[src/rtl/move_arb_mux.sv]
// ---------------------------------------------------------------------------
// move_arb_mux
//
// Registered N-way move multiplexer with valid/ready handshakes. One of
// NUM_IN WIDTH-bit sources is chosen either by an explicit select code
// (mode = 0) or by round-robin arbitration (mode = 1). The chosen word is
// held in a one-entry output buffer so producers and consumer are decoupled.
//
// Parameters:
//   WIDTH   data width of every source and of the output
//   NUM_IN  number of source channels (2..16)
//   SEL_W   width of the select and source-index fields
//
// Ports:
//   clk        rising-edge clock
//   reset      asynchronous, active-high reset
//   in_data    packed sources, channel i at [i*WIDTH +: WIDTH]
//   in_valid   channel i offers a word
//   in_ready   channel i word accepted this cycle (at most one bit high)
//   mode       0 = explicit select, 1 = round-robin
//   sel        source index used in mode 0
//   out_data   buffered word
//   out_src    index of the channel that supplied out_data
//   out_valid  buffer holds a word
//   out_ready  consumer takes the word when out_valid & out_ready
// ---------------------------------------------------------------------------
module move_arb_mux #(
    parameter int WIDTH  = 32,
    parameter int NUM_IN = 4,
    parameter int SEL_W  = $clog2(NUM_IN)
) (
    input  logic                    clk,
    input  logic                    reset,
    input  logic [NUM_IN*WIDTH-1:0] in_data,
    input  logic [NUM_IN-1:0]       in_valid,
    output logic [NUM_IN-1:0]       in_ready,
    input  logic                    mode,
    input  logic [SEL_W-1:0]        sel,
    output logic [WIDTH-1:0]        out_data,
    output logic [SEL_W-1:0]        out_src,
    output logic                    out_valid,
    input  logic                    out_ready
);

    // One extra bit so that NUM_IN itself is representable (e.g. NUM_IN = 16).
    localparam logic [SEL_W:0]   NUM_IN_EXT = (SEL_W+1)'(NUM_IN);
    localparam logic [SEL_W-1:0] LAST_IDX   = SEL_W'(NUM_IN-1);

    logic [WIDTH-1:0] chan [NUM_IN];

    logic [WIDTH-1:0] out_data_reg,  out_data_next;
    logic [SEL_W-1:0] out_src_reg,   out_src_next;
    logic             out_valid_reg, out_valid_next;
    logic [SEL_W-1:0] ptr_reg,       ptr_next;

    logic             grant_valid;
    logic [SEL_W-1:0] grant_idx;
    logic [SEL_W-1:0] rr_idx;
    logic             sel_in_range;
    logic             load_ok;
    logic             xfer;

    // Unpack the flat source bus into per-channel words.
    generate
        for (genvar gi = 0; gi < NUM_IN; gi++) begin : g_chan
            assign chan[gi] = in_data[gi*WIDTH +: WIDTH];
        end
    endgenerate

    assign sel_in_range = ({1'b0, sel} < NUM_IN_EXT);

    // Grant selection. Round-robin walks from ptr+1 upward with wrap, so the
    // most recently served channel has lowest priority next time.
    always_comb begin
        grant_valid = 1'b0;
        grant_idx   = '0;
        rr_idx      = ptr_reg;
        if (!mode) begin
            if (sel_in_range && in_valid[sel]) begin
                grant_valid = 1'b1;
                grant_idx   = sel;
            end
        end else begin
            for (int k = 0; k < NUM_IN; k++) begin
                rr_idx = (rr_idx == LAST_IDX) ? '0 : rr_idx + SEL_W'(1);
                if (!grant_valid && in_valid[rr_idx]) begin
                    grant_valid = 1'b1;
                    grant_idx   = rr_idx;
                end
            end
        end
    end

    // The buffer may load when empty or when its word leaves this cycle.
    // Reset gates the handshake so no channel sees ready while held in reset.
    assign load_ok = !out_valid_reg || out_ready;
    assign xfer    = grant_valid && load_ok && !reset;

    generate
        for (genvar gi = 0; gi < NUM_IN; gi++) begin : g_ready
            assign in_ready[gi] = xfer && (grant_idx == SEL_W'(gi));
        end
    endgenerate

    // Buffer next state. A drain without a new word only clears valid; data
    // and source index keep their last values.
    always_comb begin
        out_data_next  = out_data_reg;
        out_src_next   = out_src_reg;
        out_valid_next = out_valid_reg;
        ptr_next       = ptr_reg;
        if (xfer) begin
            out_data_next  = chan[grant_idx];
            out_src_next   = grant_idx;
            out_valid_next = 1'b1;
            if (mode) begin
                ptr_next = grant_idx;
            end
        end else if (out_ready) begin
            out_valid_next = 1'b0;
        end
    end

    // ptr resets to the last channel so channel 0 wins the first arbitration.
    always_ff @(posedge clk or posedge reset) begin
        if (reset) begin
            out_data_reg  <= '0;
            out_src_reg   <= '0;
            out_valid_reg <= 1'b0;
            ptr_reg       <= LAST_IDX;
        end else begin
            out_data_reg  <= out_data_next;
            out_src_reg   <= out_src_next;
            out_valid_reg <= out_valid_next;
            ptr_reg       <= ptr_next;
        end
    end

    assign out_data  = out_data_reg;
    assign out_src   = out_src_reg;
    assign out_valid = out_valid_reg;

endmodule

[config.mk]
export PLATFORM = sky130hd
export DESIGN_NAME = move_arb_mux
export DESIGN_NICKNAME = d
export VERILOG_FILES = /design/src/rtl/move_arb_mux.sv
export SDC_FILE = /design/constraint.sdc
export NUM_CORES = 1
export LEC_CHECK = 0
export ABC_AREA = 1
export CAP_MARGIN = 25
export CORE_ASPECT_RATIO = 0.7
export CORE_UTILIZATION = 39
export DETAILED_ROUTE_END_ITERATION = 6
export PLACE_DENSITY = 0.8
export SLEW_MARGIN = 20
export SYNTH_ARGS = -nofsm -noshare
export SYNTH_HDL_FRONTEND = slang
export SYNTH_SLANG_ARGS = --single-unit
[constraint.sdc]
create_clock -name clk -period 3.9 [get_ports clk]
set_clock_uncertainty 0.2 [all_clocks]
set_input_delay 0.78 -clock clk [delete_from_list [all_inputs] [get_ports clk]]
set_output_delay 0.78 -clock clk [all_outputs]
set_load 0.05 [all_outputs]
After elaboration in Yosys (flattened, before gate mapping)
Cells that the tools add are included.
{"block": "word_totals", "ram_bits": 0, "romBits": 0, "n_memories": 0, "output_inout_bits": 39, "regBits": 37, "latch_bits": 0}
{"block": "op_classes", "mul": 0, "reduce_logical": 18, "addsub": 4, "n_bitwise": 1, "order_cmp": 6, "div": 0, "n_eq_ne": 7, "n_mux": 34, "shift": 0}
{"operator": "$bmux W32 S2", "count": 1}
{"operator": "$mux W32", "count": 2}
{"operator": "$mux W2", "count": 10}
{"operator": "$mux W1", "count": 16}
{"operator": "$lt A2 B3 Y1 const B", "count": 5}
{"operator": "$eq A2 B2 Y1 const B", "count": 6}
{"operator": "$bmux W1 S2", "count": 5}
{"operator": "$logic_and A1 B1 Y1", "count": 9}
{"operator": "$add A2 B1 Y2 const B", "count": 4}
{"operator": "$logic_not A1 Y1", "count": 5}
{"operator": "$ge A3 B3 Y1 const B", "count": 1}
{"operator": "$not A2 Y3", "count": 1}
{"operator": "$eq A2 B1 Y1 const B", "count": 1}
{"operator": "$logic_not A2 Y1", "count": 1}
{"operator": "$reduce_and A2 Y1", "count": 1}
{"operator": "$reduce_bool A2 Y1", "count": 1}
{"operator": "$logic_or A1 B1 Y1", "count": 1}

Logic depth before layout (Yosys ltp)
{"block": "logic_depth", "ltp_word": 22, "depth_mapped": 20, "depth_no_buf": 18}

Worst setup path after synthesis
OpenSTA, ideal clock, no wires.
{"block": "synth_path", "path_type": "input port to output port", "start": "input port reset", "end": "output port in_ready[2]", "cell_stages": 4, "arrival_ns": 3.166, "n_path_buf": 1, "setup_slack_ns": -0.246, "required_ns": 2.920, "cell_sequence": "inv_1 > nand3_1 > buf_4 > nor3_1"}
{"block": "synth_via", "elab_chain_len": 3}
{"item": "start, declared", "line_no": "33", "text": "input logic reset,"}
{"item": "$logic_not A1 Y1 (no line)"}
{"item": "$logic_and A1 B1 Y1", "line_no": "97", "text": "assign xfer = grant_valid && load_ok && !reset;"}
{"item": "$logic_and A1 B1 Y1", "line_no": "101", "text": "assign in_ready[gi] = xfer && (grant_idx == SEL_W'(gi));"}
{"item": "end, declared", "line_no": "36", "text": "output logic [NUM_IN-1:0] in_ready,"}
Every way passes these cells.

Worst setup path after layout
{"block": "layout_path", "start": "input port in_valid[0]", "end": "output port in_ready[1]"}
{"block": "layout_via", "elab_chain_len": 19}
{"item": "start, declared", "line_no": "35", "text": "input logic [NUM_IN-1:0] in_valid,"}
{"item": "$bmux W1 S2", "line_no": "86", "text": "if (!grant_valid && in_valid[rr_idx]) begin"}
{"item": "$mux W1 (not written as such)", "line_no": "86"}
{"item": "$mux W1", "line_no": "86"}
{"item": "$mux W1", "line_no": "78", "text": "if (!mode) begin"}
{"item": "$logic_not A1 Y1", "line_no": "86"}
{"item": "$logic_and A1 B1 Y1", "line_no": "86"}
{"item": "$mux W1", "line_no": "86"}
{"item": "$mux W1", "line_no": "78"}
{"item": "(+2 left out)"}
{"item": "$mux W1", "line_no": "86"}
{"item": "$mux W1", "line_no": "78"}
{"item": "$logic_not A1 Y1", "line_no": "86"}
{"item": "$logic_and A1 B1 Y1", "line_no": "86"}
{"item": "$mux W1", "line_no": "86"}
{"item": "$mux W1", "line_no": "78"}
{"item": "$logic_and A1 B1 Y1 (2 in a row)", "line_no": "97"}
{"item": "$logic_and A1 B1 Y1 *", "line_no": "101"}
Mark *: on every way between the ends. The rest lies on a longest branch, timed or not. The select of a mux whose other input is x is not followed.

==> results.py <==
metrics = {
    "final_layout": {
        "final_cell_mix": "360 x nand2_1, 172 x clkdlybuf4s50_1, 71 x nand3_1",
        "fin_util": 0.672,
        "final_layout_size_suffix_gt1_frac": 0.0602,
        "layout.cells.most_common": "nand2_1",
        "final_nets": 852,
        "antenna_cells": 0,
        "fill_cells": 685,
        "largest_reg_flops": 32,
        "syn_to_final_growth_pct": 61.6,
    },
    "worst_setup_path": {
        "crit_arrival_ns": 2.80,
        "path_class": "in2out",
        "end_kind": "output port",
        "crit_fanout": 5,
        "cp.required_ns": 2.92,
        "startpoint_type": "input port",
    },
    "synth": {
        "synth_seq_cells": 37,
        "synth.area.top_cells": "nand2_1 43%, dfrtp_1 28%, nand3_1 12%",
        "synthCells": 550,
        "synth.distinct_cells": 22,
        "yosysSeqAreaShare": 0.297,
        "netlist_area_um2": 3130,
        "avgSynthCellArea_um2": 5.68,
        "synth_warnings": 0,
        "syn_nets": 689,
        "synth_top_cell_by_area": "nand2_1",
        "yosys.area.top_type_share": 0.432,
    },
    "placed_design": {
        "dp_hpwl_um": 7960,
        "port_buffers": 176,
        "place_ws_ns": 0.157,
        "gp_congestion": 0.828,
    },
    "clock_network": {
        "cts_hold_buf": 0,
        "cts_buffer_depth": 2,
        "clkLatencyLatePin_ns": 0.27,
        "cts_tree": "built",
        "path_clk_slew_ns": 0.05,
        "clock_sinks": 37,
        "root_buffer": "clkbuf_16",
        "cts_htree_levels": 2,
        "cts_buffers": 5,
    },
    "route": {
        "dr_total_vias": 3957,
        "drc": 0,
        "via_per_inst": 4.87,
        "wire_per_inst_um": 13.0,
        "wirelength_um": 10500,
        "drt_first_pass_iters": 5,
        "drtIter0Drc": 203,
        "ant_nets": 0,
    },
    "global_route": {
        "antenna_found_initial": 0,
        "grt_pass1_vias": 3702,
        "grt_usage": 0.253,
        "grt_max_degree": 65,
        "grt_pass1_wl_um": 17100,
        "grt-ovfl-total": 0,
    },
    "flow_run": {
        "max-cap-violations": 0,
    },
    "power": {
        "leakagePower_nw": 2.66,
        "p_per_area_nw_per_um2": 814,
        "finalPower_w": 0.00411,
        "ir_worst_vdd_mv": 0.567,
    },
    "floorplan": {
        "dieHeight_um": 76.9,
        "start_util": 0.416,
        "die_x_um": 109,
        "core_area_um2": 7510,
        "rows": 26,
        "ioPinCount": 177,
        "dieArea_um2": 8390,
    },
    "sta": {
        "min_period_ns": 3.78,
        "fin_crit_sh": 0.969,
        "relSlewSlack": 0.553,
        "max_clock_freq_ghz": 0.265,
        "worst_pin_slew_ns": 0.670,
        "fin_ws_ns": 0.123,
        "maxSlewViolCount": 0,
        "finalSetupViolations": 0,
        "hold_viol": 0,
    },
    "min_path": {
        "hp-class": "reg2reg",
    },
    "run_status": {
        "status": "finished clean",
    },
}
-- synthesized netlist by cell type --
master    number
o21ai_4        1
inv_1         16
nand2_2        4
nand3_1       73
dfstp_2        2
buf_2         13
dfrtp_1       35
buf_6         12
nor2_1         6
ha_1           1
nand2_1      360
o21ai_0        8
inv_2          1
nand3_2        2
buf_4          2
nor2_2         1
o21a_1         1
nand4_1        1
clkbuf_1       4
nor3_1         2
o21ai_1        2
buf_1          3
-- per-layer routing --
metal | GRT usage | vias up | routed length, um
met3 | 0.0595 | 4 | 924
met4 | 0.0311 | 0 | 42
met2 | 0.439 | 157 | 5030
met5 | 0 | - | 0
met1 | 0.325 | 1773 | 4530
li1 | - | 2023 | -
-- worst max-delay path, cell delays in order --
cell             delay, ns
clkdlybuf4s50_1       0.52
inv_1                 0.06
nand2_1               0.07
nand3_1               0.12
nand2_1               0.11
inv_1                 0.10
nand3_1               0.11
o21ai_0               0.08
o21ai_0               0.12
nand3_2               0.17
inv_1                 0.11
nand2_1               0.11
nor2_2                0.17
buf_12                0.16
-- stage by stage --
step / std cells / hold WS [ns] / TNS, ns / cell area [um2]
floorplan: 550 / 0.323 / 0 / 3140
global placement: 802 / 0.262 / 0 / 4890
detailed placement: 802 / 0.265 / 0 / 4890
CTS: 810 / 0.280 / 0 / 5030
global route: 812 / 0.297 / -0.0387 / 5050
finish: 812 / 0.277 / 0 / 5050
-- cell type report --
type	instances	area (um2)	area share
inverter	17	63.8	0.0126
tap	98	123	0.0243
sequential	37	928	0.184
clock buffer	6	129	0.0255
multi-input combinational	462	1920	0.380
clock inverter	2	10.0	0.00198
timing repair buffer	190	1880	0.372
-- power by group --
| group | internal [W] | switching [W] | total, W | leakage [nW] |
|---|---|---|---|---|
| Combinational | 0.00102 | 0.00206 | 0.00308 | 2.12 |
| Clock | 0.000234 | 0.000139 | 0.000373 | 0.0706 |
| Sequential | 0.000555 | 0.000103 | 0.000659 | 0.468 |
-- cells by family after synthesis --
group           count (synthesis)  share of synthesized area
flops                          37                      0.297
buf+inv                        51                     0.0976
simple gates                  449                      0.578
compound gates                 12                     0.0236
fa+ha+maj                       1                    0.00400
-- path summary, 6_finish.rpt --
check | from | slack, ns | to | cells after the start
max | in_valid[0] | 0.12 | in_ready[1] | 14
min | out_data[1]$_DFFE_PP0P_ | 0.28 | out_data[1]$_DFFE_PP0P_ | 2
max reg2reg | ptr_reg[0]$_DFFE_PP1P_ | 0.75 | out_data[16]$_DFFE_PP0P_ | 17
min reg2reg | out_data[1]$_DFFE_PP0P_ | 0.28 | out_data[1]$_DFFE_PP0P_ | 2
max in group asynchronous | reset | 2.37 | ptr_reg[1]$_DFFE_PP1P_ | 3
min in group asynchronous | reset | 0.79 | out_valid$_DFFE_PP0P_ | 3
-- repair_timing --
action	in CTS	in global routing
gates resized for setup	0	4
endpoints found under the setup margin	0	2
buffers inserted	0	2
No activity file was read; power rests on OpenSTA's default activity.
